### src/rtl/cpu_pkg.sv
// Shared definitions for the single-cycle CPU slice.
//   loader_state_t : imem_loader FSM states
//   INSTR_WIDTH    : instruction word width in bits
package cpu_pkg;

  localparam int INSTR_WIDTH = 32;

  typedef enum logic [1:0] {
    LOAD = 2'd0,
    HOLD = 2'd1,
    RUN  = 2'd2,
    ERR  = 2'd3
  } loader_state_t;

endpackage

### src/rtl/imem_loader.sv
// Instruction-memory program loader.
// Accepts instruction words on a valid/ready stream and writes them to
// consecutive word indices starting at 0, holding the CPU in reset. After
// the word flagged in_last it keeps cpu_reset high for RESET_HOLD more
// cycles, then releases the CPU so it fetches from PC 0.
//
// Ports:
//   clk, reset            clock, synchronous active-high reset
//   in_valid/in_ready     input stream handshake
//   in_data, in_last      instruction word and end-of-program flag
//   start                 restart pulse, honoured in RUN or ERR only
//   im_we/im_addr/im_wdata  instruction-memory write port (word index)
//   cpu_reset             reset to the CPU, low only in RUN
//   load_done             high in RUN
//   word_count            words accepted in the current load
//   err_overflow          high in ERR (memory filled without in_last)
//   checksum              XOR of accepted words (IMEM_LOADER_CHECKSUM_EN only)
//
// Build option: define IMEM_LOADER_CHECKSUM_EN to add the checksum output.
module imem_loader
  import cpu_pkg::*;
#(
  parameter int ADDR_WIDTH = 8,
  parameter int RESET_HOLD = 2   // 1..15
) (
  input  logic                   clk,
  input  logic                   reset,
  input  logic                   in_valid,
  output logic                   in_ready,
  input  logic [INSTR_WIDTH-1:0] in_data,
  input  logic                   in_last,
  input  logic                   start,
  output logic                   im_we,
  output logic [ADDR_WIDTH-1:0]  im_addr,
  output logic [INSTR_WIDTH-1:0] im_wdata,
  output logic                   cpu_reset,
  output logic                   load_done,
  output logic [ADDR_WIDTH:0]    word_count,
  output logic                   err_overflow
`ifdef IMEM_LOADER_CHECKSUM_EN
  ,
  output logic [INSTR_WIDTH-1:0] checksum
`endif
);

  localparam int unsigned       DEPTH    = 1 << ADDR_WIDTH;
  localparam logic [ADDR_WIDTH:0] LAST_IDX = (ADDR_WIDTH+1)'(DEPTH - 1);
  localparam logic [3:0]        HOLD_END = 4'(RESET_HOLD - 1);

  loader_state_t state, state_nxt;
  logic [3:0]    hold_cnt;
  logic          xfer;
  logic          restart;

  // in_ready is only ever high in LOAD, so no extra state qualifier needed.
  assign xfer    = in_valid & in_ready;
  assign restart = start & ((state == RUN) | (state == ERR));

  // State register
  always_ff @(posedge clk) begin
    if (reset) state <= LOAD;
    else       state <= state_nxt;
  end

  // Next-state logic
  always_comb begin
    state_nxt = state;
    unique case (state)
      LOAD: begin
        if (xfer) begin
          if (in_last)                    state_nxt = HOLD;
          else if (word_count == LAST_IDX) state_nxt = ERR;
        end
      end
      HOLD: if (hold_cnt == HOLD_END) state_nxt = RUN;
      RUN:  if (start) state_nxt = LOAD;
      ERR:  if (start) state_nxt = LOAD;
      default: state_nxt = LOAD;
    endcase
  end

  // Output decode
  always_comb begin
    cpu_reset    = (state != RUN);
    load_done    = (state == RUN);
    err_overflow = (state == ERR);
  end

  // Datapath: write port, word counter, hold counter, registered ready.
  // in_ready follows the next state so it drops right after the last
  // accepted word and is low for the cycle following reset.
  always_ff @(posedge clk) begin
    if (reset) begin
      in_ready   <= 1'b0;
      im_we      <= 1'b0;
      im_addr    <= '0;
      im_wdata   <= '0;
      word_count <= '0;
      hold_cnt   <= '0;
    end else begin
      in_ready <= (state_nxt == LOAD);
      im_we    <= xfer;
      hold_cnt <= (state == HOLD) ? hold_cnt + 4'd1 : 4'd0;
      if (xfer) begin
        im_addr    <= word_count[ADDR_WIDTH-1:0];
        im_wdata   <= in_data;
        word_count <= word_count + (ADDR_WIDTH+1)'(1);
      end else if (restart) begin
        word_count <= '0;
      end
    end
  end

`ifdef IMEM_LOADER_CHECKSUM_EN
  // Folded at the transfer edge so it is current in the write cycle.
  always_ff @(posedge clk) begin
    if (reset || restart) checksum <= '0;
    else if (xfer)        checksum <= checksum ^ in_data;
  end
`endif

endmodule

### config.mk
export PLATFORM = sky130hd
export DESIGN_NAME = imem_loader
export DESIGN_NICKNAME = d
export VERILOG_FILES = /design/src/rtl/cpu_pkg.sv /design/src/rtl/imem_loader.sv
export SDC_FILE = /design/constraint.sdc
export NUM_CORES = 1
export LEC_CHECK = 0
export ABC_AREA = 1
export BUFFER_PORTS_ARGS = -buffer_cell sky130_fd_sc_hd__buf_2
export CORE_AREA = 2 2 59 89
export CTS_CLUSTER_DIAMETER = 120
export DETAILED_ROUTE_END_ITERATION = 7
export DIE_AREA = 0 0 61 91
export GPL_TIMING_DRIVEN = 0
export PLACE_DENSITY_LB_ADDON = 0.05
export REMOVE_ABC_BUFFERS = 1
export SLEW_MARGIN = 15
export SYNTH_ARGS = -nofsm -noshare
export SYNTH_HDL_FRONTEND = slang
export SYNTH_SLANG_ARGS = --single-unit
### constraint.sdc
create_clock -name clk -period 1.9 [get_ports clk]
set_clock_uncertainty 0.2 [all_clocks]
set_input_delay 0.38 -clock clk [delete_from_list [all_inputs] [get_ports clk]]
set_output_delay 0.38 -clock clk [all_outputs]
set_load 0.005 [all_outputs]
## Word-level counts from Yosys, hierarchy flattened

Cells that the tools add are included.

- Register bits: 57
- Word-level logic and storage cells: 32
- Output and inout port bits: 54
- Bits of input ports: 37

- Add/subtract/negate cells: 2
- Multiplexer cells: 8
- Reduce and logical (&&, ||, !) cells: 5
- Bitwise gates (word level): 4
- Equal/unequal tests: 6

Operator list:

| kind | number |
|---|---|
| $mux 9 | 2 |
| $mux 2 | 5 |
| $add 9x1->9 const B | 1 |
| $eq 9x8->1 const B | 1 |
| $pmux 2 s3 | 1 |
| $add 4x1->4 const B | 1 |
| $eq 2x2->1 const B | 2 |
| $eq 4x1->1 const B | 1 |
| $logic_not 2->1 | 2 |
| $reduce_or 2->1 | 2 |
| $and 1x1->1 | 2 |
| $eq 2x1->1 const B | 1 |
| $ne 2x2->1 const B | 1 |
| $reduce_bool 2->1 | 1 |
| $not 1->1 | 1 |
| $or 1x1->1 | 1 |

## Depth between registers and ports, before layout

Gate-level depths: netlist (run 1).

- Word-level depth: 6
- Mapped depth: 9
- Mapped depth without buffers: 9

## Least setup slack after synthesis (run 1)

Ideal clock, no wire load.

- Path kind: register to register
- Start: reg word_count[0]
- End: reg in_ready
- Data required time: 1.636 ns
- Clock period less this slack: 1.604 ns
- Path buffers: 0
- Stages on the path, launching flop included: 10
- Path slack: 0.296 ns
- Setup time: 0.064 ns
- Arrival: 1.340 ns
- Path through: dfxtp_1 > ha_1 > nand2_1 > inv_1 > nand2_1 > nor2_1 > ha_1 > o211ai_1 > nand3_1 > nor2_1

- Cells in the longest elaborated chain, start to end: 6

RTL lines:

| element | RTL line | source |
|---|---|---|
| from (decl) | imem_loader.sv:38 | `output logic [ADDR_WIDTH:0] word_count,` |
| from (signal assigned) | imem_loader.sv:107 | `word_count <= word_count + (ADDR_WIDTH+1)'(1);` |
| $eq 9x8->1 | imem_loader.sv:72 | `else if (word_count == LAST_IDX) state_nxt = ERR;` |
| $mux 2 | imem_loader.sv:72 |  |
| $mux 2 | imem_loader.sv:71 | `if (in_last) state_nxt = HOLD;` |
| $mux 2 | imem_loader.sv:70 | `if (xfer) begin` |
| $pmux 2 s3 | imem_loader.sv:68 | `unique case (state)` |
| $logic_not 2->1 | imem_loader.sv:101 | `in_ready <= (state_nxt == LOAD);` |
| to (signal assigned) | imem_loader.sv:101 |  |
| to (decl) | imem_loader.sv:29 | `output logic in_ready,` |

Every way passes these cells.
A chain may end at the register's enable or synchronous reset.

## Final worst setup path (run 1)

Same ends and word-level chain as after synthesis.

==> results of run 1 <==
[kinds of logic after synthesis]
group	count (synthesis)	synth area share, %
and+or+nand+nor	132	24.1
AOI/OAI and AO/OA	61	14.3
DFF	57	52.5
buffers and inverters	30	6.50
adders and majority gates	4	2.30
xor gates and xnor gates	1	0.403
[metal layers]
layer / track usage (%) / vias to the layer above
met5: 0 / -
li1: - / 1083
met3: 5.27 / 8
met1: 20.1 / 922
met4: 9.24 / 0
met2: 31.9 / 55
[state kept, by name, indices dropped and copies added, names as in the netlist]
| name | flops |
|---|---|
| im_addr | 8 |
| in_ready | 1 |
| word_count | 9 |
| hold_cnt | 4 |
| state | 2 |
| im_wdata | 32 |
| im_we | 1 |
[where the power goes]
| group | switching [uW] | internal, uW |
|---|---|---|
| Combinational | 154 | 123 |
| Clock | 441 | 665 |
| Sequential | 33.5 | 1270 |
| Total | 629 | 2050 |
[layout make-up]
class	count	area (um2)
fillers	486	1930
flip-flops and latches	57	1140
clock buffers	12	155
inverters	16	72.6
multi-input cells	198	900
clock inverters	3	40.0
well taps	66	82.6
repair buffers	90	450
[through the flow]
stage / total power (uW) / TNS, ns / instance area [um2] / setup WS [ns] / util (%)
after floorplan: 1460 / 0 / 2090 / 0.101 / -
after global placement: 1600 / -18.75 / 2630 / -0.629 / 55.0
after detailed placement: 1600 / -19.72 / 2630 / -0.638 / 55.0
after CTS: 2720 / 0 / 2840 / 0.101 / 59.5
after global routing: 2810 / 0 / 2840 / 0.0130 / 59.6
final: 2680 / 0 / 2840 / 0.172 / 59.6
[repair_timing]
item	in CTS	in global routing
setup endpoints to repair	51	3
pin swaps	0	2
resized for setup	5	3
hold buffers	0	0
endpoints found under the hold margin	0	0
[Yosys cell counts]
cell      count
inv_2         2
a21oi_1      11
nand2_2       1
o211ai_1      1
dfxtp_1      57
xnor2_1       1
buf_6         3
buf_2         5
or2_2         1
nand3_1      10
nor2_1       92
clkbuf_1      6
nand4_1       1
nor2_4        1
o21a_1        1
nand2_1      26
o21ai_0      48
ha_1          4
inv_1        14
[worst max-delay path: stages, from the launching register on]
cell and delay (ns):
dfxtp_2 0.34, ha_1 0.22, nand2_2 0.11, inv_1 0.05
nand2_1 0.08, nor2_1 0.05, ha_1 0.19, o211ai_1 0.21
nand3_1 0.10, nor2_1 0.13
[worst min path at each step]
stage / depth (start not counted) / endpoint / slack [ns] / start
CTS: 2 / state[0] / 0.04 / reset
global route: 2 / state[1] / 0.06 / reset
detailed placement: 1 / hold_cnt[0] / 0.26 / hold_cnt[0]
floorplan: 1 / hold_cnt[0] / 0.23 / hold_cnt[0]
global placement: 1 / hold_cnt[0] / 0.25 / hold_cnt[0]
finish: 2 / state[0] / 0.06 / reset
==> results_dict.tcl, run 1 <==
set metrics [dict create \
    status "finished clean" \
    wirelength_met1_mm 2.14 \
    critical_path.startpoint "word_count[0]" \
    grt_start_max_net_pins 53 \
    clk-insertion-delay-late_ns 0.32 \
    ys_ff_latch 57 \
    grt_pass1_vias 1853 \
    worst_hold_slack_ns 0.0581 \
    synth.area.top_cells "dfxtp_1 (52%), nor2_1 (16%), o21ai_0 (11%), nand2_1 (4.5%), a21oi_1 (2.5%)" \
    yosysWarnings 0 \
    cap_viol_max_count 0 \
    wl_per_cell_um 11.2 \
    cp_data_required_time_ns 1.96 \
    crit_fanout 5 \
    rows 31 \
    powerDensity_nw_per_um2 943 \
    ant_nets 0 \
    fin_crit_sh_pct 90.9 \
    routed_via_density 4.68 \
    final_hold_viol_count 0 \
    drive_above_1_share_pct 29.8 \
    cp-start-kind "register" \
    drt-pass1-iter-count 4 \
    wl_met3_um 289 \
    synth_top_area_share_pct 52.5 \
    place_hpwl_mm 3.25 \
    io_pins 91 \
    worstSetupPathType "register to register" \
    r2r-end "in_ready" \
    r2r_start "word_count[0]" \
    ys_seq_area_share_pct 52.5 \
    coreArea_um2 4770 \
    htreeDepth 3 \
    synth_cells 285 \
    wirelength_mm 4.93 \
    vdd_drop_max_mv 0.840 \
    worst_slew_pin_slew_ns 0.757 \
    final_common_cell "nor2_1" \
    num_vias 2068 \
    die_w_um 61 \
    rsz0062_at_grt "false" \
    die_h_um 91 \
    yosysUniqueCellTypes 19 \
    yosysTopAreaCell "dfxtp_1" \
    nets 413 \
    num_antenna_cells 0 \
    cts_max_path_buffers 2 \
    crit_end "in_ready" \
    placed_cells 427 \
    max_freq_ghz 0.579 \
    syn2layout_area_growth_pct 30.8 \
    slew_viol_final 0 \
    cts_buffers 9 \
    cp_data_arrival_time_ns 1.79 \
    grt_overflow 0 \
    hold_path.class "primary input to register" \
    initial_core_util_pct 45.6 \
    cts_setup_buffers 0 \
    endpoint_kind "register" \
    highest_layer "met4" \
    dieArea_um2 5550 \
    cts.clk_slew.worst_paths_ns 0.06 \
    instances_no_fill 442 \
    antenna_found_initial 0 \
    slew_headroom_pct 49.5 \
    cts_tree "built" \
    io_buffers 90 \
    mostFrequentLayoutCells "nor2_1 (92), buf_2 (90), dfxtp_1 (55)" \
    clkSinkCount 57 \
    worstRegToRegCells 9 \
    r2r_slack_ns 0.17 \
    postSynthAreaPerCell_um2 7.63 \
    fin_crit_ns 1.73 \
    setup-violations-final 0 \
    grt.total_usage_pct 18.7 \
    drtIter0Drc 96 \
    drc 0 \
    cts_root_buf "clkbuf_8" \
    power_leakage_uw 0.00136 \
    grt_first_pass_wirelength_mm 7.89 \
    syn_area_um2 2170 \
    gp_congestion 0.721 \
    wl_met2_mm 2.42 \
]
No activity file was read; power rests on OpenSTA's default activity.
==> run 2, diff against run 1 <==
==> constraint.sdc (replaced) <==
create_clock -name clk -period 1.9 [get_ports clk]
set_clock_uncertainty 0.2 [all_clocks]
set_input_delay 0.095 -clock clk [delete_from_list [all_inputs] [get_ports clk]]
set_output_delay 0.095 -clock clk [all_outputs]
set_load 0.005 [all_outputs]
==> results_dict.tcl, run 2 (synthesis gave the netlist of run 1 again) <==
set metrics [dict create \
    worst_slew_pin_slew_ns 0.755 \
    grt_overflow 0 \
    drive_above_1_share_pct 27.3 \
    cp_data_required_time_ns 1.95 \
    nets 448 \
    cap_viol_max_count 0 \
    cp_data_arrival_time_ns 1.79 \
    grt_pass1_vias 2063 \
    cts_tree "built" \
    fin_crit_sh_pct 91.4 \
    num_vias 2215 \
    hold_path.class "register to register" \
    wirelength_met1_mm 2.35 \
    largest_register "im_wdata" \
    grt_first_pass_wirelength_mm 8.68 \
    final_hold_viol_count 0 \
    switching_power_uw 650 \
    critical_path.startpoint "reset" \
    wl_met2_mm 2.85 \
    largest_reg_flops 32 \
    drtIter0Drc 108 \
    ant_nets 0 \
    die_w_um 61 \
    dieArea_um2 5550 \
    p_clk_share_pct 40.4 \
    setup-violations-final 0 \
    powerDensity_nw_per_um2 862 \
    intPower_uw 2100 \
    highest_layer "met4" \
    cts_max_path_buffers 2 \
    routed_via_density 4.64 \
    coreArea_um2 4770 \
    grt_start_max_net_pins 53 \
    wirelength_mm 5.62 \
    vdd_drop_max_mv 0.851 \
    rows 31 \
    worstHoldStart "hold_cnt[0]" \
    clk-insertion-delay-late_ns 0.32 \
    status "finished clean" \
    clkSinkCount 57 \
    drt-pass1-iter-count 4 \
    max_freq_ghz 0.576 \
    wl_per_cell_um 11.8 \
    cts.clk_slew.worst_paths_ns 0.06 \
    io_pins 91 \
    reg.largest.list "im_wdata (32), word_count (9), im_addr (8)" \
    layout_setup_ws_ns 0.164 \
    initial_core_util_pct 45.6 \
    io_buffers 90 \
    cts_root_buf "clkbuf_8" \
    crit_fanout 52 \
    final_common_cell "nor2_1" \
    htreeDepth 3 \
    swShare_pct 23.6 \
    drc 0 \
    endpoint_kind "register" \
    tns_ns 0 \
    slew_headroom_pct 49.6 \
    power_frac_comb_pct 12.3 \
    r2r_start "word_count[0]" \
    grt.total_usage_pct 20.7 \
    cp-start-kind "primary input" \
    die_h_um 91 \
    place_hpwl_mm 3.25 \
    cts_buffers 9 \
    power_frac_seq_pct 47.3 \
    gp_congestion 0.721 \
    worstSetupPathType "primary input to register" \
    rsz0062_at_grt "false" \
    fin_crit_ns 1.74 \
    wl_met3_um 297 \
    slew_viol_final 0 \
    mostFrequentLayoutCells "nor2_1 (92), buf_2 (90), dfxtp_1 (55)" \
    syn2layout_area_growth_pct 46.9 \
    num_antenna_cells 0 \
    place_ws_ns -0.492 \
    antenna_found_initial 0 \
    power_leakage_uw 0.00151 \
]
[run 2: cell types whose count changed in the layout (fill, tap and decap cells not counted)]
cell           previous run  this run
dlygate4sd3_1             0        35
[run 2: area by class of cell]
class | instances | area, um2
clock buffers | 12 | 155
repair buffers | 125 | 801
multi-input cells | 198 | 900
well taps | 66 | 82.6
inverters | 16 | 72.6
clock inverters | 3 | 40.0
flip-flops and latches | 57 | 1140
fillers | 436 | 1580
[run 2: stage by stage]
step                      hold WS, ns  std cells  instance area [um2]  utilization (%)  power (uW)
final                           0.265        477                 3190             67.0        2750
after global routing            0.295        477                 3190             67.0        2870
after CTS                       0.276        477                 3190             66.9        2780
after detailed placement        0.105        427                 2630             55.0        1600
after global placement         0.0979        427                 2630             55.0        1600
after floorplan               -0.0359        271                 2090                -        1460
[run 2: what timing repair did]
item                                   4_1_cts  5_1_grt
gates cloned                                 0        0
setup endpoints to repair                   51        3
buffers inserted                             0        0
hold buffers                                35        0
endpoints found under the hold margin       35        0
pin swaps                                    0        2
resized for setup                            5        3
[run 2: metal layers]
metal | GRT usage, % | up-vias
li1 | - | 1152
met1 | 21.3 | 993
met2 | 36.3 | 57
met3 | 5.41 | 13
met4 | 10.5 | 0
met5 | 0 | -
[run 2: worst paths after layout]
path / end / slack, ns / cells after the start
max: hold_cnt[3] / 0.16 / 5
min reg2reg: hold_cnt[0] / 0.27 / 1
min: hold_cnt[0] / 0.27 / 1
max reg2reg: in_ready / 0.17 / 9
[run 2: critical path, cell delays in order]
cell and delay [ns]:
dlygate4sd3_1 0.53, buf_2 0.14, inv_2 0.55, nand3_1 0.29, a21oi_1 0.17
[run 2: power by group through the flow]
| stage | Combinational, uW | Sequential (uW) | Clock (uW) |
|---|---|---|---|
| 4_1_cts | 337 | 1300 | 1140 |
| 3_5_place_dp | 277 | 1330 | 0 |
| 6_report | 339 | 1300 | 1110 |
| 2_1_floorplan | 130 | 1330 | 0 |
| 5_1_grt | 382 | 1310 | 1180 |
| 3_3_place_gp | 273 | 1320 | 0 |
